$ cat src/rtl/debug_pkg.sv
// Shared definitions for the debug controller: FSM states, halt cause codes
// and the production debounce length.
package debug_pkg;

    typedef enum logic [1:0] {
        ST_RUN  = 2'b00,
        ST_HALT = 2'b01,
        ST_STEP = 2'b10
    } state_t;

    typedef enum logic [1:0] {
        CAUSE_NONE  = 2'b00,
        CAUSE_DEBUG = 2'b01,
        CAUSE_BP    = 2'b10,
        CAUSE_KEY   = 2'b11
    } cause_t;

    // Key must be stable this many core cycles before a level change counts.
    localparam logic [19:0] DEBOUNCE_DEFAULT = 20'd500000;

    // Cause priority when several halt sources fire together:
    // debug trap first, then breakpoint, then key/host request.
    function automatic cause_t select_cause(input logic dbg, input logic bp);
        if (dbg) begin
            return CAUSE_DEBUG;
        end
        if (bp) begin
            return CAUSE_BP;
        end
        return CAUSE_KEY;
    endfunction

endpackage

$ cat src/rtl/key_debounce.sv
// Push-button conditioning: 2-flop synchronizer, stability counter and a
// rising-edge detector producing one press pulse per debounced 0->1 change.
module key_debounce
    import debug_pkg::*;
#(
    parameter logic [19:0] DEBOUNCE_CYCLES = DEBOUNCE_DEFAULT
) (
    input  logic clk,
    input  logic rst,
    input  logic key,
    output logic level,
    output logic press
);

    logic        sync1_q, sync2_q;
    logic        level_q, level_d;
    logic        prev_q;
    logic [19:0] cnt_q, cnt_d;

    // Bring the raw asynchronous key into the clock domain.
    always_ff @(posedge clk or posedge rst) begin
        if (rst) begin
            sync1_q <= 1'b0;
            sync2_q <= 1'b0;
        end else begin
            sync1_q <= key;
            sync2_q <= sync1_q;
        end
    end

    // Count consecutive samples that disagree with the accepted level; any
    // agreeing sample restarts the count, so bounces never reach the limit.
    always_comb begin
        level_d = level_q;
        cnt_d   = '0;
        if (sync2_q != level_q) begin
            if (cnt_q == DEBOUNCE_CYCLES - 20'd1) begin
                level_d = sync2_q;
            end else begin
                cnt_d = cnt_q + 20'd1;
            end
        end
    end

    // Accepted level, counter and the delayed copy used for edge detection.
    always_ff @(posedge clk or posedge rst) begin
        if (rst) begin
            level_q <= 1'b0;
            cnt_q   <= '0;
            prev_q  <= 1'b0;
        end else begin
            level_q <= level_d;
            cnt_q   <= cnt_d;
            prev_q  <= level_q;
        end
    end

    assign level = level_q;
    assign press = level_q & ~prev_q;

endmodule

$ cat src/rtl/debug_ctrl.sv
// Core debug controller: halts the pipeline on debug traps, PC breakpoints,
// host requests or the continue key, and resumes or single-steps on a press.
module debug_ctrl
    import debug_pkg::*;
#(
    parameter logic [19:0] DEBOUNCE_CYCLES = DEBOUNCE_DEFAULT,
    parameter int          NUM_BP          = 2
) (
    input  logic        clk,
    input  logic        rst,
    input  logic        continue_key,
    input  logic        step_mode,
    input  logic        is_debug,
    input  logic        halt_req,
    input  logic [63:0] pc,
    input  logic        bp_we,
    input  logic [1:0]  bp_sel,
    input  logic [63:0] bp_addr,
    input  logic        bp_valid,
    output logic        stall,
    output logic        halted,
    output logic [1:0]  halt_cause,
    output logic [31:0] retired
);

    state_t        state_q, state_d;
    cause_t        cause_q, cause_d;
    logic          mask_q, mask_d;
    logic [31:0]   retired_q, retired_d;
    logic [NUM_BP-1:0] bp_match;
    logic          bp_hit;
    logic          deb_level, deb_press;
    logic          key_press;
    logic          trigger;

    key_debounce #(
        .DEBOUNCE_CYCLES(DEBOUNCE_CYCLES)
    ) u_key (
        .clk  (clk),
        .rst  (rst),
        .key  (continue_key),
        .level(deb_level),
        .press(deb_press)
    );

    // A press only ever coincides with a high debounced level.
    assign key_press = deb_press & deb_level;

    genvar gi;
    generate
        for (gi = 0; gi < NUM_BP; gi++) begin : g_bp
            logic [63:0] addr_q;
            logic        valid_q;

            // Breakpoint register; a write lands at the edge, so the compare
            // in the write cycle still sees the previous contents.
            always_ff @(posedge clk or posedge rst) begin
                if (rst) begin
                    addr_q  <= '0;
                    valid_q <= 1'b0;
                end else if (bp_we && (bp_sel == 2'(gi))) begin
                    addr_q  <= bp_addr;
                    valid_q <= bp_valid;
                end
            end

            assign bp_match[gi] = valid_q && (pc == addr_q);
        end
    endgenerate

    assign bp_hit  = |bp_match;
    assign trigger = (is_debug | bp_hit | halt_req | key_press) & ~mask_q;

    // Next state, stall and halt cause; stall reacts to a trigger in the same
    // cycle so the offending instruction never retires.
    always_comb begin
        state_d = state_q;
        cause_d = cause_q;
        mask_d  = 1'b0;
        stall   = 1'b0;
        halted  = 1'b0;
        case (state_q)
            ST_RUN: begin
                stall = trigger;
                if (trigger) begin
                    state_d = ST_HALT;
                    cause_d = select_cause(is_debug, bp_hit);
                end
            end
            ST_HALT: begin
                stall  = 1'b1;
                halted = 1'b1;
                if (key_press) begin
                    state_d = step_mode ? ST_STEP : ST_RUN;
                    cause_d = CAUSE_NONE;
                    mask_d  = 1'b1;
                end
            end
            ST_STEP: begin
                state_d = ST_HALT;
                cause_d = CAUSE_KEY;
            end
            default: begin
                state_d = ST_RUN;
                cause_d = CAUSE_NONE;
            end
        endcase
    end

    assign retired_d = stall ? retired_q : retired_q + 32'd1;

    // State, cause, one-cycle resume mask and the retired-instruction counter.
    always_ff @(posedge clk or posedge rst) begin
        if (rst) begin
            state_q   <= ST_RUN;
            cause_q   <= CAUSE_NONE;
            mask_q    <= 1'b0;
            retired_q <= '0;
        end else begin
            state_q   <= state_d;
            cause_q   <= cause_d;
            mask_q    <= mask_d;
            retired_q <= retired_d;
        end
    end

    assign halt_cause = cause_q;
    assign retired    = retired_q;

endmodule

$ cat config.mk
export PLATFORM = sky130hd
export DESIGN_NAME = debug_ctrl
export DESIGN_NICKNAME = d
export VERILOG_FILES = /design/src/rtl/debug_pkg.sv /design/src/rtl/key_debounce.sv /design/src/rtl/debug_ctrl.sv
export SDC_FILE = /design/constraint.sdc
export NUM_CORES = 1
export LEC_CHECK = 0
export ABC_AREA = 1
export CELL_PAD_IN_SITES_DETAIL_PLACEMENT = 1
export CELL_PAD_IN_SITES_GLOBAL_PLACEMENT = 1
export CORE_MARGIN = 2
export CORE_UTILIZATION = 42
export DETAILED_ROUTE_END_ITERATION = 6
export PLACE_DENSITY_LB_ADDON = 0.1
export SYNTH_ARGS = -nofsm -noshare
export SYNTH_HDL_FRONTEND = slang
export SYNTH_SLANG_ARGS = --single-unit
$ cat constraint.sdc
create_clock -name clk -period 13.5 [get_ports clk]
set_clock_uncertainty 0.2 [all_clocks]
set_input_delay 2.7 -clock clk [delete_from_list [all_inputs] [get_ports clk]]
set_output_delay 2.7 -clock clk [all_outputs]
set_load 0.01 [all_outputs]
==> flow_summary_export.csv <==
group,metric,value,unit
status,status,"finished, final reports clean",
synthesis,seq_area_frac_synth,0.416,
sta,max_slew.worst_pin.slew,1050,ps
setup_path,rr_worst_depth,14,
hold_path,min_path_type,"flip-flop to flip-flop",
finish,final_core_util,0.526,
detailed_routing,wire_per_inst,15.0,µm
pwr,switchingPower,505,µW
setup_path,cp-end-kind,"output pin",
synthesis,syn-cell-area,11500,µm²
setup_path,cp-start-kind,"input pin",
floorplanning,start_util,0.428,
synthesis,synth_edf_count,0,
global_routing,grt_usage,0.247,
setup_path,worstPathMaxFanout,33,
clocking,clock_latency,450,ps
floorplanning,fp.dieW,169,µm
placed_design,hpwl,25600,µm
sta,report.final.slew_viol_count,0,
finish,diodes,0,
sta,slew_headroom,0.296,
detailed_routing,ant_nets,0,
clocking,postCtsSetupBuffers,0,
synthesis,synth_area_leader_cell,"dfrtp_1",
synthesis,synth_top_area_share,0.416,
finish,syn_to_final_growth,23.0,%
clocking,tritoncts,"built",
sta,post-route-min-period,8910,ps
clocking,cts-buffers-inserted,17,
setup_path,required,10600,ps
setup_path,r2r-start,"g_bp[1].addr_q[42]",
clocking,clkTransAtPathRegs,80,ps
pwr,leakage,0.00758,µW
detailed_routing,dr.pass1.iters,5,
clocking,holdBufCountCts,0,
hold_path,hp-start,"u_key.sync1_q",
pwr,internal-power,1010,µW
setup_path,critPathLaunch,"pc[44]",
sta,rsz0062_at_grt,"no",
detailed_routing,via_count,11200,
synthesis,synth_seq_cells,191,
synthesis,yosysMostFrequentCell,"nand2_1",
detailed_routing,viasPerCell,4.92,
global_routing,antenna_found_initial,1,
detailed_routing,routed_wl,34300,µm
finish,nNetsFinal,2065,
sta,finalHoldViolations,0,
sta,setup_violations,0,
floorplanning,die_area,28700,µm²
clocking,root_buffer,"clkbuf_16",
pwr,seqPwrFrac,0.453,
sta,finalCritPeriodShare,0.660,
job,drv_cap,0,
synthesis,yosysUniqueCellTypes,37,
pwr,p_comb_frac,0.203,
clocking,htreeDepth,4,
pwr,vdd_drop_max,0.0920,mV
clocking,cts-resized-gates,0,
pwr,power_density,107,nW/µm²
clocking,clockBufferDepth,2,
global_routing,grt_pass1_vias,11900,
detailed_routing,drtIter0Drc,530,
clocking,cts.sinks,191,
synthesis,synth_fp_nets,1908,
placed_design,place_congestion,0.843,
placed_design,portBuffers,173,
global_routing,grt_max_degree,139,
sta,max_freq,0.112,GHz
detailed_routing,top_layer_used,"met4",
synthesis,synth_cells,1768,
sta,setup_tns,0,ps
setup_path,critPathArrivalTime,6010,ps
hold_path,min_path_cells,0,
finish,drive_gt1_frac,0.0299,
detailed_routing,wl_met1,15800,µm
pwr,switching_share,0.333,
detailed_routing,drcViolationCount,0,
setup_path,setup.worst_path.class,"input pin to output pin",
floorplanning,core-area,26900,µm²
global_routing,grt_pass1_wl,57100,µm
detailed_routing,wl_met2,16900,µm
floorplanning,die_h,169,µm
synthesis,syn_avg_cell_area,6.50,µm²
synthesis,async_reset_ff_frac,1.00,
detailed_routing,routed-wl-met3,1130,µm
pwr,power_frac_clock,0.343,
synthesis,synthFlopType,"dfrtp_1",
synthesis,synth_warnings,0,
global_routing,grt_overflow,0,
synthesis,synthTopCellsByCount,"730 x nand2_1, 278 x inv_1, 193 x nor2_1, 191 x dfrtp_1, 134 x o21ai_0",
floorplanning,ios,174,
floorplanning,rows,60,
synthesis,ys_top_cells_by_area,"dfrtp_1 42%, nand2_1 24%, inv_1 9.1%",
==> worst max-delay path, stage by stage <==
cell and delay, ps:
clkdlybuf4s50_1 510, inv_1 70, nand2_1 60, nand2_1 90
nor2_1 160, nand2_1 80, nor2_1 240, nand2_1 130
nor2_1 270, nand3_1 160, nand3_2 120, nand3_4 330
nand2_4 450, clkdlybuf4s50_1 630
==> power groups by stage <==
stage / clock, µW / sequential, µW / combinational (µW)
5_1_grt: 557 / 698 / 361
4_1_cts: 536 / 688 / 313
2_1_floorplan: 0 / 683 / 203
3_3_place_gp: 0 / 695 / 293
3_5_place_dp: 0 / 699 / 308
6_report: 522 / 688 / 309
==> cell families (layout without fill, tap and decap cells) <==
| group | Yosys count | after routing | synth area share |
|---|---|---|---|
| mux | 1 | 1 | 0.000980 |
| xor+xnor | 50 | 50 | 0.0381 |
| flops | 191 | 191 | 0.416 |
| buf+inv | 322 | 492 | 0.108 |
| fa+ha+maj | 2 | 2 | 0.00218 |
| simple gates | 1056 | 1056 | 0.371 |
| compound gates | 146 | 146 | 0.0642 |
==> cell type report <==
| type | count | area [µm²] |
|---|---|---|
| Clock buffer | 17 | 425 |
| Inverter | 283 | 1070 |
| Multi-Input combinational cell | 1255 | 5480 |
| Clock inverter | 15 | 184 |
| Tap cell | 341 | 427 |
| Timing Repair Buffer | 177 | 1760 |
| Fill cell | 3612 | 12700 |
| Sequential cell | 191 | 4780 |
==> flip-flops by register name, summed over array words and instances, names as in the netlist, 2 cells and up <==
register / count
state_q: 2
g_bp.valid_q: 2
u_key.cnt_q: 20
halt_cause: 2
retired: 32
g_bp.addr_q: 128
==> layout by cell type, fill, tap and decap left out, types with 2 or more instances in the layout <==
master	count
nor2_2	2
clkbuf_16	17
nor3b_1	3
nand4_1	20
xnor2_1	19
inv_8	4
dfrtp_1	191
nand3b_1	2
clkdlybuf4s50_1	173
and3_1	2
buf_4	4
nand3_2	2
inv_2	4
nand2_4	2
a21oi_1	8
o21ai_0	134
or2_2	2
ha_1	2
nand3_1	57
nor2_1	193
clkinv_8	5
nor4_1	10
a31oi_1	2
inv_1	277
nor3_1	23
nand2_2	3
xor2_1	31
nand2_1	729
inv_6	5
==> per-layer routing <==
layer  up-vias  track usage
met5         -            0
met4         0       0.0576
met3        36       0.0352
met2       170        0.442
met1      5338        0.316
li1       5665            -
==> per-stage QoR <==
step                      instances  setup WS, ps  hold slack (ps)  instance area (µm²)  power (µW)
after global routing           2279          4370              182                14100        1620
after global placement         2247          4680              149                13500         988
after CTS                      2279          4570              172                14100        1540
after detailed placement       2247          4630              154                13500        1010
after floorplan                1768          5400              131                11500         886
final                          2279          4590              174                14100        1520
==> worst paths after layout <==
check	to	slack, ps
worst max-delay path	stall	4590
worst max register to register	retired[18]	10540
max in group asynchronous	g_bp[1].addr_q[48]	9170
worst min-delay path	u_key.sync2_q	170
worst min register to register	u_key.sync2_q	170
min in group asynchronous	retired[1]	2660
Note: power is estimated with default switching activity, not from simulation.
==> RTL edit, RTL diff (same settings) <==
Encoding of `state_t`: now one-hot (3 bits for 3 states).
--- a/src/rtl/debug_pkg.sv
+++ b/src/rtl/debug_pkg.sv
@@ -4,6 +4,6 @@
 
-    typedef enum logic [1:0] {
-        ST_RUN  = 2'b00,
-        ST_HALT = 2'b01,
-        ST_STEP = 2'b10
+    typedef enum logic [2:0] {
+        ST_RUN  = 3'b001,
+        ST_HALT = 3'b010,
+        ST_STEP = 3'b100
     } state_t;
Function: same outputs for any inputs over 4 cycles, from zero or initial values and one cycle with rst high; so few cycles prove little.
==> RTL edit against the original RTL <==
Worst hold slack got worse by 0.0072 ns. Setup slack improved by 0.23 ns. Die area increased by 0.13%. Total power increased by 14%. Register-to-register slack improved by 0.22 ns. Synthesized area increased by 0.13%. Synthesized cell count increased by 0.90%. Wire length increased by 1.0%. Cell area increased by 0.40%. Combinational power increased by 49%. Non-clock buffer count increased by 1. Sequential share of layout area increased by 0.051 points. Sequential cell count increased by 1. Largest cell class unchanged.
==> RTL edit: results (changes against the original RTL) <==
wl_met3_um: 1007  # -11%
grt_usage_pct: 25.18  # +0.46 points
grt_pass1_wl_um: 58330  # +2.1%
crit_arrival_ns: 5.77  # -0.24 ns
relSlewSlack_pct: 30.77  # +1.2 points
vdd_ir_drop_max_mv: 0.07845  # -15%
ys_async_sr_fraction_pct: 100.0  # unchanged
drt_pass1_iterations: 5  # unchanged
io_buffers: 173  # unchanged
drt-total-wl_um: 34620  # +1.0%
synth_fa_ha_area_share_pct: 0.2175  # -0.00028 points
status: "complete, no violations"
htree_levels: 4  # unchanged
place_congestion: 0.8777  # +4.1%
final_nets: 2083  # +0.87%
antenna_found_initial: 2  # +1
ys_types: 32  # -14%
cts_resized: 0  # unchanged
place_hpwl_um: 26040  # +1.6%
clkTransAtPathRegs_ns: 0.07
met2_length_um: 17430  # +3.2%
post_cts_buffers: 0  # unchanged
grt_start_max_net_pins: 125  # -10%
routed.top_layer: "met4"
drive_gt1_share_pct: 2.505  # -0.49 points
muxShareOfSynthArea_pct: 0.09787  # -0.00013 points
synth_fp_nets: 1924  # +0.84%
largest_register_ffs: 128  # unchanged
p_leak_nw: 7.606  # +0.41%
clockBufferDepth: 2  # unchanged
drtIter0Drc: 481  # -9.2%
report.final.slew_viol_count: 0  # unchanged
met1_length_um: 15640  # -0.70%
ys_top_cells_by_count: "nand2_1 (731), inv_1 (282), nor2_1 (212)"
fillerInstances: 3598  # -0.39%
cts_made_buffers: 17  # unchanged
synth-compound-area-share_pct: 6.351  # -0.074 points
synth_xor_area_share_pct: 3.425  # -0.39 points
cts-root-buf: "clkbuf_16"
crit_family: "simple AND/OR/NAND/NOR gates"
largest-register: "g_bp.addr_q"
pre_cts_ws_ns: 4.816  # +0.1878 ns
first_global_vias: 12132  # +2.2%
ys_top_cells_by_area: "dfrtp_1 (42%), nand2_1 (24%), inv_1 (9.2%)"
ys_seq_area_share_pct: 41.77  # +0.17 points
vias: 11313  # +0.93%
yosys_warnings: 0  # unchanged
slowest_stage: "clkdlybuf4s50_1"
critPathMaxStageDelay_ns: 0.61  # -0.02 ns
insertion_delay_ns: 0.44
crit_fanout: 33  # unchanged
min_path_type: "flop to flop"
[RTL edit: changes by cell type after synthesis, sizes merged, moves of 2 or more]
cell,before,now
a31oi,2,0
and3,2,0
nand2,734,732
nand4,20,24
nor2,196,213
nor3b,4,2
nor4,11,15
o21ai,134,136
or2,2,4
xnor2,19,14
[RTL edit: power breakdown]
part,switching [W],leakage [nW],internal [W]
Clock,0.000252,0.309,0.000305
Combinational,0.000284,4.83,0.000174
Sequential,0.0000687,2.47,0.000654
Total,0.000605,7.61,0.00113
[RTL edit: path summary, 6_finish.rpt]
check,startpoint,end,slack [ns],depth (start not counted)
setup / recovery,pc[5],stall,4.83,12
hold / removal,u_key.sync1_q,u_key.sync2_q,0.17,0
setup reg to reg,g_bp[0].addr_q[5],retired[24],10.76,11
hold reg to reg,u_key.sync1_q,u_key.sync2_q,0.17,0
max in group asynchronous,rst,g_bp[1].addr_q[50],8.95,3
min in group asynchronous,rst,state_q[2],2.61,2
[RTL edit: routing by layer]
| metal | vias to the layer above | track usage (%) |
|---|---|---|
| met3 | 37 | 3.638 |
| met2 | 167 | 46.07 |
| met1 | 5379 | 31.37 |
| li1 | 5730 | - |
| met4 | 0 | 5.723 |
| met5 | - | 0 |
[RTL edit: logic make-up after synthesis]
kind of cell	after synthesis
muxes	1
adders and majority gates	2
buffers and inverters	322
xor gates and xnor gates	45
AOI/OAI and AO/OA	145
and+or+nand+nor	1077
DFF	192
[RTL edit: area by class of cell]
class	instances	share of cell area (%)
well taps	341	3.008
multi-input cells	1270	38.58
clock inverters	14	1.367
diodes	2	0.03528
inverters	284	7.567
clock buffers	18	3.096
repair buffers	178	12.47
flip-flops and latches	192	33.88
[RTL edit: stage by stage]
step                utilization, %  cell area, um2  std cells  hold WS [ns]
floorplan                        -           11510       1784        0.1312
global placement             50.27           13550       2265        0.1471
detailed placement           50.27           13550       2265        0.1556
CTS                          52.62           14180       2297        0.1744
global route                 52.62           14180       2297        0.1723
finish                       52.64           14190       2299        0.1664
